## config.mk

```make
export PLATFORM = sky130hd
export DESIGN_NAME = relay_rx_deframer
export DESIGN_NICKNAME = d
export VERILOG_FILES = /design/src/rtl/relay_rx_deframer.sv
export SDC_FILE = /design/constraint.sdc
export NUM_CORES = 1
export LEC_CHECK = 0
export ABC_AREA = 1
export CAP_MARGIN = 30
export CORE_MARGIN = 4
export CORE_UTILIZATION = 35
export CTS_BUF_LIST = sky130_fd_sc_hd__clkbuf_16
export CTS_CLUSTER_DIAMETER = 150
export DETAILED_ROUTE_END_ITERATION = 8
export GPL_TIMING_DRIVEN = 0
export PLACE_DENSITY = 0.58
export SYNTH_ARGS = -nofsm -noshare
export SYNTH_HDL_FRONTEND = slang
export SYNTH_SLANG_ARGS = --single-unit
```

## constraint.sdc

```tcl
create_clock -name ck_1356meg -period 5.1 [get_ports ck_1356meg]
set_input_delay 1.02 -clock ck_1356meg [delete_from_list [all_inputs] [get_ports ck_1356meg]]
set_output_delay 1.02 -clock ck_1356meg [all_outputs]
set_load 0.03 [all_outputs]
```

## src/rtl/relay_rx_deframer.sv

```systemverilog
// relay_rx_deframer
//   Receive-side deframer for the relay link. The raw relay line (dbg pad)
//   is synchronised and sampled once every 2^DIV_W clocks while a relay mode
//   (FAKE_READER / FAKE_TAG) is configured. A 24-bit sample history is
//   matched against start/end-of-communication patterns to switch the
//   effective hi_iso14443a modulation type between its MOD and LISTEN
//   values. Outside relay modes the configured mode passes straight through.
//
//   Optional feature: define RELAY_RX_TIMEOUT_EN to abort frames that run
//   for MAX_FRAME_BYTES bytes without an end pattern (frame_err pulses).
//   With the macro undefined, frame_err is tied low and frames never time out.
//
// Ports
//   ck_1356meg    in   13.56 MHz clock, rising edge
//   nrst          in   async active-low reset
//   mode[2:0]     in   configured hi_simulate_mod_type
//   rx_in         in   raw relay serial line, asynchronous
//   mod_type[2:0] out  effective modulation type
//   data_bit      out  delayed relay data bit (hist[7])
//   data_valid    out  one-cycle pulse per sample inside a frame
//   frame_active  out  high while a frame is open
//   frame_err     out  one-cycle pulse on timeout abort
module relay_rx_deframer #(
    parameter int DIV_W           = 4,
    parameter int SAMPLE_PHASE    = 8,
    parameter int MAX_FRAME_BYTES = 64
) (
    input  logic       ck_1356meg,
    input  logic       nrst,
    input  logic [2:0] mode,
    input  logic       rx_in,
    output logic [2:0] mod_type,
    output logic       data_bit,
    output logic       data_valid,
    output logic       frame_active,
    output logic       frame_err
);

    localparam logic [2:0] TAGSIM_LISTEN = 3'd1;
    localparam logic [2:0] TAGSIM_MOD    = 3'd2;
    localparam logic [2:0] READER_LISTEN = 3'd3;
    localparam logic [2:0] READER_MOD    = 3'd4;
    localparam logic [2:0] FAKE_READER   = 3'd5;
    localparam logic [2:0] FAKE_TAG      = 3'd6;

    localparam logic [DIV_W-1:0] PHASE = DIV_W'(SAMPLE_PHASE);

    // The byte counter is 7 bits wide.
    if (MAX_FRAME_BYTES < 1 || MAX_FRAME_BYTES > 127) begin : g_bad_max
        $error("MAX_FRAME_BYTES must be in 1..127");
    end

    typedef enum logic {IDLE, FRAME} state_t;

    logic             rx_meta_q, rx_meta_d;
    logic             rx_s_q, rx_s_d;
    logic [2:0]       mode_q, mode_d;
    logic [DIV_W-1:0] div_q, div_d;
    logic [23:0]      hist_q, hist_d;
    logic [2:0]       cnt_q, cnt_d;
    state_t           state_q, state_d;
    logic [2:0]       relay_mod_q, relay_mod_d;
    logic [2:0]       mod_type_q, mod_type_d;
    logic             data_bit_q, data_bit_d;
    logic             data_valid_q, data_valid_d;

    logic             relay, mode_chg, strobe;
    logic             start_hit, end_hit;
    logic [23:0]      hist_n;
    logic [2:0]       cnt_n;
    logic [2:0]       listen_val, mod_val;

`ifdef RELAY_RX_TIMEOUT_EN
    logic [6:0]       byte_cnt_q, byte_cnt_d;
    logic [6:0]       byte_inc;
    logic             frame_err_q, frame_err_d;
`endif

    always_comb begin
        rx_meta_d  = rx_in;
        rx_s_d     = rx_meta_q;
        mode_d     = mode;

        relay      = (mode == FAKE_READER) || (mode == FAKE_TAG);
        mode_chg   = (mode != mode_q);
        listen_val = (mode == FAKE_TAG) ? TAGSIM_LISTEN : READER_LISTEN;
        mod_val    = (mode == FAKE_TAG) ? TAGSIM_MOD    : READER_MOD;
        // A sample taken in the mode-change cycle would belong to the old
        // mode, so it is suppressed.
        strobe     = relay && !mode_chg && (div_q == PHASE);

        hist_n     = {hist_q[22:0], rx_s_q};
        cnt_n      = cnt_q + 3'd1;

        start_hit  = 1'b0;
        end_hit    = 1'b0;
        case (mode)
            FAKE_READER: begin
                start_hit = (hist_n == 24'h0000C0);
                end_hit   = (hist_n[23:8] == 16'h0000) || (hist_n[23:8] == 16'hC000);
            end
            FAKE_TAG: begin
                start_hit = (hist_n == 24'h0000F0);
                end_hit   = (hist_n[15:8] == 8'h00);
            end
            default: ;
        endcase

        div_d        = div_q + DIV_W'(1);
        hist_d       = hist_q;
        cnt_d        = cnt_q;
        state_d      = state_q;
        relay_mod_d  = relay_mod_q;
        data_bit_d   = data_bit_q;
        data_valid_d = 1'b0;
`ifdef RELAY_RX_TIMEOUT_EN
        byte_cnt_d   = byte_cnt_q;
        byte_inc     = byte_cnt_q + 7'd1;
        frame_err_d  = 1'b0;
`endif

        if (mode_chg) begin
            div_d       = '0;
            hist_d      = '0;
            cnt_d       = '0;
            state_d     = IDLE;
            relay_mod_d = relay ? listen_val : 3'd0;
`ifdef RELAY_RX_TIMEOUT_EN
            byte_cnt_d  = '0;
`endif
        end else if (strobe) begin
            hist_d     = hist_n;
            cnt_d      = cnt_n;
            data_bit_d = hist_n[7];
            if (start_hit) begin
                // Start wins over end and re-aligns bytes even mid-frame.
                cnt_d       = '0;
                state_d     = FRAME;
                relay_mod_d = mod_val;
`ifdef RELAY_RX_TIMEOUT_EN
                byte_cnt_d  = '0;
`endif
            end else if (state_q == FRAME && cnt_n == 3'd0) begin
                // End patterns only count on a byte boundary.
                if (end_hit) begin
                    state_d     = IDLE;
                    relay_mod_d = listen_val;
                end
`ifdef RELAY_RX_TIMEOUT_EN
                else if (byte_inc == 7'(MAX_FRAME_BYTES)) begin
                    state_d     = IDLE;
                    relay_mod_d = listen_val;
                    frame_err_d = 1'b1;
                end else begin
                    byte_cnt_d  = byte_inc;
                end
`endif
            end
            data_valid_d = (state_d == FRAME);
        end

        mod_type_d = relay ? relay_mod_d : mode;
    end

    always_ff @(posedge ck_1356meg or negedge nrst) begin
        if (!nrst) begin
            rx_meta_q    <= 1'b0;
            rx_s_q       <= 1'b0;
            mode_q       <= '0;
            div_q        <= '0;
            hist_q       <= '0;
            cnt_q        <= '0;
            state_q      <= IDLE;
            relay_mod_q  <= '0;
            mod_type_q   <= '0;
            data_bit_q   <= 1'b0;
            data_valid_q <= 1'b0;
        end else begin
            rx_meta_q    <= rx_meta_d;
            rx_s_q       <= rx_s_d;
            mode_q       <= mode_d;
            div_q        <= div_d;
            hist_q       <= hist_d;
            cnt_q        <= cnt_d;
            state_q      <= state_d;
            relay_mod_q  <= relay_mod_d;
            mod_type_q   <= mod_type_d;
            data_bit_q   <= data_bit_d;
            data_valid_q <= data_valid_d;
        end
    end

`ifdef RELAY_RX_TIMEOUT_EN
    always_ff @(posedge ck_1356meg or negedge nrst) begin
        if (!nrst) begin
            byte_cnt_q  <= '0;
            frame_err_q <= 1'b0;
        end else begin
            byte_cnt_q  <= byte_cnt_d;
            frame_err_q <= frame_err_d;
        end
    end
    assign frame_err = frame_err_q;
`else
    assign frame_err = 1'b0;
`endif

    assign mod_type     = mod_type_q;
    assign data_bit     = data_bit_q;
    assign data_valid   = data_valid_q;
    assign frame_active = (state_q == FRAME);

endmodule

```

## Yosys cells after proc, flatten, opt, wreduce, memory -nomap -nowiden

Index checks and enable logic that the tools add are counted.
Widths: inputs -> output; s select.

- Register bits: 44
- Word-level logic and storage cells: 56

- $add $sub $neg: 2
- Equal/unequal tests: 7
- Multiplexer cells: 24
- Bitwise operators: 1
- Reduce and logical (&&, ||, !) cells: 11

Operators with widths:

| kind | number |
|---|---|
| $eq 24x8->1 const B | 2 |
| $mux 23 | 2 |
| $mux 3 | 10 |
| $eq 16x16->1 const B | 1 |
| $logic_not 16->1 | 1 |
| $logic_not 8->1 | 1 |
| $mux 1 | 7 |
| $eq 3x3->1 const B | 2 |
| $add 4x1->4 const B | 1 |
| $eq 4x4->1 const B | 1 |
| $mux 2 | 2 |
| $mux 4 | 1 |
| $pmux 1 s2 | 2 |
| $add 3x1->3 const B | 1 |
| $logic_and 1x1->1 | 3 |
| $logic_not 3->1 | 1 |
| $ne 3x3->1 | 1 |
| $logic_or 1x1->1 | 2 |
| $reduce_and 2->1 | 1 |
| $reduce_bool 2->1 | 1 |
| $logic_not 1->1 | 1 |
| $not 1->1 | 1 |

## Depth between registers and ports, before layout

Gate-level depths: netlist of the first run.

- Word-level depth: 9
- Gate-level depth with buffers: 12
- Mapped depth without buffers: 12

## Worst setup path after synthesis of the first run

OpenSTA, ideal clock, no wires.

- Kind: input to register
- Start point: input mode[0]
- End point: register hist_q[10]
- Setup time: 0.127 ns
- Data arrival time: 2.002 ns
- Slack: 2.971 ns
- Stages on the path: 10
- Path buffers: 1
- Path through: inv_1 nand2_1 nand2_1 nor2_1 nand4_4 inv_4 nor2_8 inv_4 buf_6 o22ai_2

- Word-level cells in the longest chain between the ends: 5
- Elaborated cells on any way between the ends: 9

Ends and longest elaborated chain:

| element | line | source |
|---|---|---|
| start, declared | 30 | `input logic [2:0] mode,` |
| $eq 3x3->1 or $ne 3x3->1 (tied branches) | 84, 85 |  |
| $logic_or 1x1->1 or $logic_not 1->1 (tied branches) | 84, 90 |  |
| $logic_and 1x1->1 (2 in series) | 90 | `strobe = relay && !mode_chg && (div_q == PHASE);` |
| $reduce_bool 2->1 (no line) | - |  |
| end signal, assigned | 183 | `hist_q <= hist_d;` |
| end, declared | 59 | `logic [23:0] hist_q, hist_d;` |

Parallel ways exist; a longest one is shown, timed or not.
A chain may end at the register's enable or synchronous reset.

## Worst setup path in the final report of the first run

- Start point: input mode[1]
- End point: register hist_q[10]

Same word-level chain as after synthesis.

==> impl_results.md, run 1 <==
* Total wire length at 3680 um
* Crit-path cells: clkdlybuf4s50_1, nand3_2, nand2_2, nand4_4, inv_4, nor2_8, inv_4, buf_6, o22ai_2
* Syn avg cell area at 9.58 sq um
* Nets at 252
* Worst VDD drop at 0.137 mV
* Seq. cell area at 1100 sq um
* Ports at 13
* Share of cells above drive strength 1 at 0.194
* Area of the multi-input gates at 841 sq um
* Max FO, Critical Path at 10
* Worst-case clock buffer depth at 2
* Clock root buffer: clkbuf_16
* Synth Instances at 223
* DRC errors left at 0
* Critical Path End Type: register
* Drt wl/cell at 11.6 um
* Worst stage delay on the critical path at 0.61 ns
* Leakage at 1.13 nW
* Startpoint Class: primary input
* Hold-fix buffers at CTS at 0
* Total power at 0.711 mW
* Post-Synthesis Net Count at 233
* Post-synth cell types at 31
* Ys Warns at 0
* Core region area at 5920 sq um
* DR vias at 1,436
* Setup TNS at 0 ns
* Slew @ Worst Pin at 0.547 ns
* Rows at 28
* Die Y at 86.1 um
* CTS Buf Count at 5
* CTS clk-pin slew, worst paths at 0.06 ns
* CTS tree: done
* Die area at 7420 sq um
* Final Cycle Share at 0.533
* Fin crit period at 2.72 ns
* H-tree levels at 2
* Place WS at 2.08 ns
* FF+latch count, synth at 44
* Clk_skew at 0.00587 ns
* Max-slew violations at 0
* Most frequent cells in the layout: nand2_1, dfrtp_1, inv_1
* Sink Count at 44
* Die Width at 86.1 um
* Later-pin clock latency in the skew report at 0.28 ns
* Fin util at 0.422
* Global route overflow at 0
* First-pass GRT wire length at 6430 um
* Port bufs at 11
* Post-DP HPWL at 2690 um
* Post-CTS resize count at 0
* Setup bufs post-CTS at 0
* Antenna fix cells at 0
* Worst EP arrival at 2.87 ns
* Hold slack at 0.347 ns
* Cell Pwr Density at 285 nW/um^2
* Largest net degree at the start of global routing at 24
* Cell Area, Synth at 2140 sq um
* Crit path top cell by count: inv_4
* Max-cap violations at 0
* Final setup fails at 0
* Critical-path top delay cell: clkdlybuf4s50_1
* DR iter-0 viols at 52
* Sequential cell area fraction in the yosys report at 0.515
* Worst EP required at 5.26 ns
* Area Overhead vs Synth at 16.9%
* FILL cells at 589
* RSZ-0062 raised after global routing: false
* GRT Total Usage at 0.112
* Slew margin rel. at 0.636
* Final hold violations at 0
* 1st-pass router iterations at 3
* Final ANT Viol Nets at 0
* Worst Hold Class: register to register
* Vias in the first global route at 1,433
* Vias per inst at 4.53
* Gp weighted congestion at 0.724
* Status: finished clean
* Worst Setup Slack, final at 2.38 ns
* Initial antenna violation count at 0
* Max Clk Rate at 368 MHz
* Starting Density at 0.361
* Critical path class: primary input to register
==> registers in the layout (all words and copies together) (netlist names) <==
register and flops:
div_q 4, data_valid 1, mode_q 3, rx_s_q 1
hist_q 23, frame_active 1, relay_mod_q 3, data_bit 1
mod_type 3, cnt_q 3, rx_meta_q 1
==> final timing paths <==
path	start	to	slack, ns	cells past startpoint
max in group asynchronous	nrst	hist_q[22]	3.88	2
min	rx_meta_q	rx_s_q	0.35	0
min reg2reg	rx_meta_q	rx_s_q	0.35	0
max	mode[1]	hist_q[10]	2.38	9
max reg2reg	div_q[0]	hist_q[10]	3.16	9
min in group asynchronous	nrst	rx_meta_q	0.72	1
==> synth_stat cells, drive strengths merged <==
cell type / number / share of area
ha: 4 / 0.023
conb: 1 / 0.0018
a21oi: 5 / 0.015
nor3: 1 / 0.0023
nand3: 10 / 0.028
nand3b: 1 / 0.0035
o21ai: 6 / 0.014
buf: 5 / 0.019
xor2: 1 / 0.0041
nand2: 45 / 0.080
dfrtp: 44 / 0.52
nand4: 2 / 0.013
a22o: 2 / 0.0082
inv: 40 / 0.073
nor2: 34 / 0.073
nor3b: 1 / 0.0035
o22ai: 19 / 0.11
xnor2: 2 / 0.012
==> through the flow <==
step | cells | area, sq um
finish | 317 | 2500
global route | 317 | 2500
global placement | 309 | 2340
floorplan | 223 | 2140
CTS | 317 | 2500
detailed placement | 310 | 2360
==> logic make-up (layout without fill, tap and decap cells) <==
family,Yosys count,after routing,synth area share
other,1,1,0.00175
AO/OA/AOI/OAI,32,32,0.149
XOR/XNOR,3,3,0.0158
AND/OR/NAND/NOR,94,94,0.204
adder cells (fa/ha/maj),4,4,0.0234
flip-flops,44,44,0.515
buffers and inverters,45,64,0.0913
==> final cells by class <==
class,instances,share of cell area
Buffer,5,0.0160
Clock buffer,5,0.0501
Clock inverter,2,0.00351
Inverter,40,0.0621
Multi-Input combinational cell,134,0.337
Sequential cell,44,0.441
Tap cell,75,0.0376
Timing Repair Buffer,12,0.0531
==> report_power, final <==
| part | total [mW] | internal, mW | leakage, nW | switching (mW) |
|---|---|---|---|---|
| Sequential | 0.357 | 0.355 | 0.595 | 0.00242 |
| Clock | 0.298 | 0.176 | 0.0709 | 0.122 |
| Combinational | 0.0557 | 0.0204 | 0.463 | 0.0353 |
| Total | 0.711 | 0.551 | 1.13 | 0.160 |
==> critical path: cells and delay by family <==
family / cells / cell delay (ns)
AO/OA/AOI/OAI: 1 / 0.08
buffers and inverters: 4 / 1.04
AND/OR/NAND/NOR: 4 / 0.73
==> layer usage <==
| layer | global-route usage | vias up | wire length (um) |
|---|---|---|---|
| met5 | 0 | - | 0 |
| met4 | 0.0432 | 0 | 61 |
| met3 | 0.0346 | 5 | 105 |
| met2 | 0.180 | 11 | 1710 |
| met1 | 0.139 | 684 | 1810 |
| li1 | - | 736 | - |
Note: power is estimated with default switching activity, not from simulation.
==> run 2: changes to the inputs <==
- PLACE_DENSITY: 0.58 -> 0.6
- clock period: 5.1 -> 2.45 ns (I/O delays scaled with it)
==> impl_results.md, run 2 (same netlist as run 1, synthesis figures left out) <==
* Post-CTS resize count at 0 (unchanged)
* Later-pin clock latency in the skew report at 0.28 ns (about the same)
* CTS tree: done (unchanged)
* Max-cap violations at 0 (unchanged)
* Max-slew violations at 0 (unchanged)
* Port bufs at 11 (unchanged)
* Share of cells above drive strength 1 at 0.193 (was 0.194)
* Drt wl/cell at 11.6 um (about the same)
* Hold-fix buffers at CTS at 0 (unchanged)
* Starting Density at 0.361 (unchanged)
* Most flops, register: hist_q (unchanged)
* Critical Path End Type: register (unchanged)
* Worst EP arrival at 2.31 ns (was 2.87 ns)
* Status: finished clean (unchanged)
* Place WS at -0.0346 ns (was 2.08 ns)
* Total wire length at 3700 um (was 3680 um)
* DR vias at 1,448 (was 1,436)
* Regs by FF count: hist_q: 23 flops, div_q: 4 flops (unchanged)
* Die Width at 86.1 um (unchanged)
* Sequential share of power at 0.469 (was 0.503)
* GRT Total Usage at 0.120 (was 0.112)
* Die Y at 86.1 um (unchanged)
* Rows at 28 (unchanged)
* Hold slack at 0.153 ns (was 0.347 ns)
* Fin crit period at 2.15 ns
* CTS clk-pin slew, worst paths at 0.06 ns (about the same)
* Max FO, Critical Path at 10 (unchanged)
* Leakage at 1.13 nW (about the same)
* Clock network fraction of total power at 0.458 (was 0.419)
* Die area at 7420 sq um (unchanged)
* Fin util at 0.425 (was 0.422)
* Final setup fails at 0 (unchanged)
* DR iter-0 viols at 84 (was 52)
* Final Cycle Share at 0.877
* Critical path class: primary input to register (unchanged)
* Worst EP required at 2.61 ns (was 5.26 ns)
* Max reg flops at 23 (unchanged)
* Most frequent cells in the layout: nand2_1, dfrtp_1, inv_1 (unchanged)
* H-tree levels at 2 (unchanged)
* Vias in the first global route at 1,512 (was 1,433)
* Nets at 252 (unchanged)
* Clk_skew at 0.00239 ns (was 0.00587 ns)
* Clock root buffer: clkbuf_16 (unchanged)
* Max Clk Rate at 465 MHz
* Global route overflow at 0 (unchanged)
* Gp weighted congestion at 0.738 (was 0.724)
* Worst r2r dst: hist_q[16] (was hist_q[10])
* Post-DP HPWL at 2660 um (was 2690 um)
* Worst-case clock buffer depth at 2 (unchanged)
* First-pass GRT wire length at 7040 um (was 6430 um)
* Critical Path Source: mode[2] (was mode[1])
* Setup TNS at 0 ns (unchanged)
* Initial antenna violation count at 0 (unchanged)
* Core region area at 5920 sq um (unchanged)
* Setup bufs post-CTS at 0 (unchanged)
* Vias per inst at 4.55 (was 4.53)
* Largest net degree at the start of global routing at 27 (was 24)
* Worst Setup Slack, final at 0.300 ns (was 2.38 ns)
* Net switching power at 0.332 mW (was 0.160 mW)
* RSZ-0062 raised after global routing: false (unchanged)
* Sink Count at 44 (unchanged)
* DRC errors left at 0 (unchanged)
* Antenna fix cells at 0 (unchanged)
* Final hold violations at 0 (unchanged)
* Startpoint Class: primary input (unchanged)
* Cell Pwr Density at 629 nW/um^2 (was 285 nW/um^2)
* 1st-pass router iterations at 4 (was 3)
* Total power at 1.58 mW (was 0.711 mW)
* FILL cells at 588 (was 589)
* Worst VDD drop at 0.281 mV (was 0.137 mV)
* Comb pwr share at 0.072 (was 0.078)
* CTS Buf Count at 5 (unchanged)
* Sw Share at 0.209 (was 0.225)
* Ports at 13 (unchanged)
* Internal power at 1.25 mW (was 0.551 mW)
* Reg2reg start: div_q[0] (unchanged)
* Final ANT Viol Nets at 0 (unchanged)
* Worst Hold Class: primary input to async pin (was register to register)
* Worst R2R Path Depth at 9 (unchanged)
* FF-to-FF setup slack at 0.52 ns (was 3.16 ns)
* Area Overhead vs Synth at 17.9% (was 16.9%)
run 2: cell count changes in the layout (fill, tap and decap cells not counted):
cell | before | now
buf_12 | 0 | 1
buf_16 | 1 | 0
bufinv_16 | 0 | 1
clkinv_1 | 0 | 2
clkinv_2 | 1 | 0
inv_1 | 37 | 36
run 2: power by group through the flow:
stage | logic [mW] | registers, mW | clock network, mW
after floorplan | 0.0610 | 0.764 | 0
after global placement | 0.113 | 0.757 | 0
after detailed placement | 0.117 | 0.757 | 0
after CTS | 0.117 | 0.744 | 0.746
after global routing | 0.129 | 0.745 | 0.784
final | 0.115 | 0.744 | 0.726
run 2: metal layers:
layer  part of all wire  up-vias  wire (um)  track usage
li1                   -      742          -            -
met1               0.49      684       1820        0.162
met2               0.46       18       1710        0.181
met3              0.027        4        100       0.0317
met4              0.018        0         68       0.0518
met5                  0        -          0            0
run 2: stage by stage:
stage	area (sq um)	cells
finish	2520	318
global route	2520	318
CTS	2520	318
detailed placement	2360	310
global placement	2340	309
floorplan	2140	223
run 2: final cells by class:
type	count	area, sq um	area share
multi-input combinational	134	841	0.334
inverter	40	155	0.0616
buffer	5	40.0	0.0159
clock inverter	3	37.5	0.0149
tap	75	93.8	0.0373
sequential	44	1100	0.437
timing repair buffer	12	125	0.0497
clock buffer	5	125	0.0497
run 2: worst max-delay path: stages:
cell and delay, ns:
clkdlybuf4s50_1 0.60, nand3_2 0.19, nand2_2 0.22, nand4_4 0.21, inv_4 0.19, nor2_8 0.07
inv_4 0.08, buf_6 0.17, o22ai_2 0.07
run 2: how the worst max path moves through the flow:
| stage | endpoint | slack (ns) | cells after the start |
|---|---|---|---|
| global placement | mode_q[2] | -0.31 | 1 |
| floorplan | hist_q[10] | 0.80 | 9 |
| CTS | hist_q[11] | 0.27 | 9 |
| detailed placement | hist_q[12] | -0.03 | 9 |
| global route | hist_q[19] | 0.14 | 9 |
| finish | hist_q[16] | 0.30 | 9 |
==> run 3: changes to the inputs <==
- HOLD_SLACK_MARGIN: unset -> 0.1
==> results of run 3 <==
The final DEF is identical to that of run 2; final timing and power are the same.
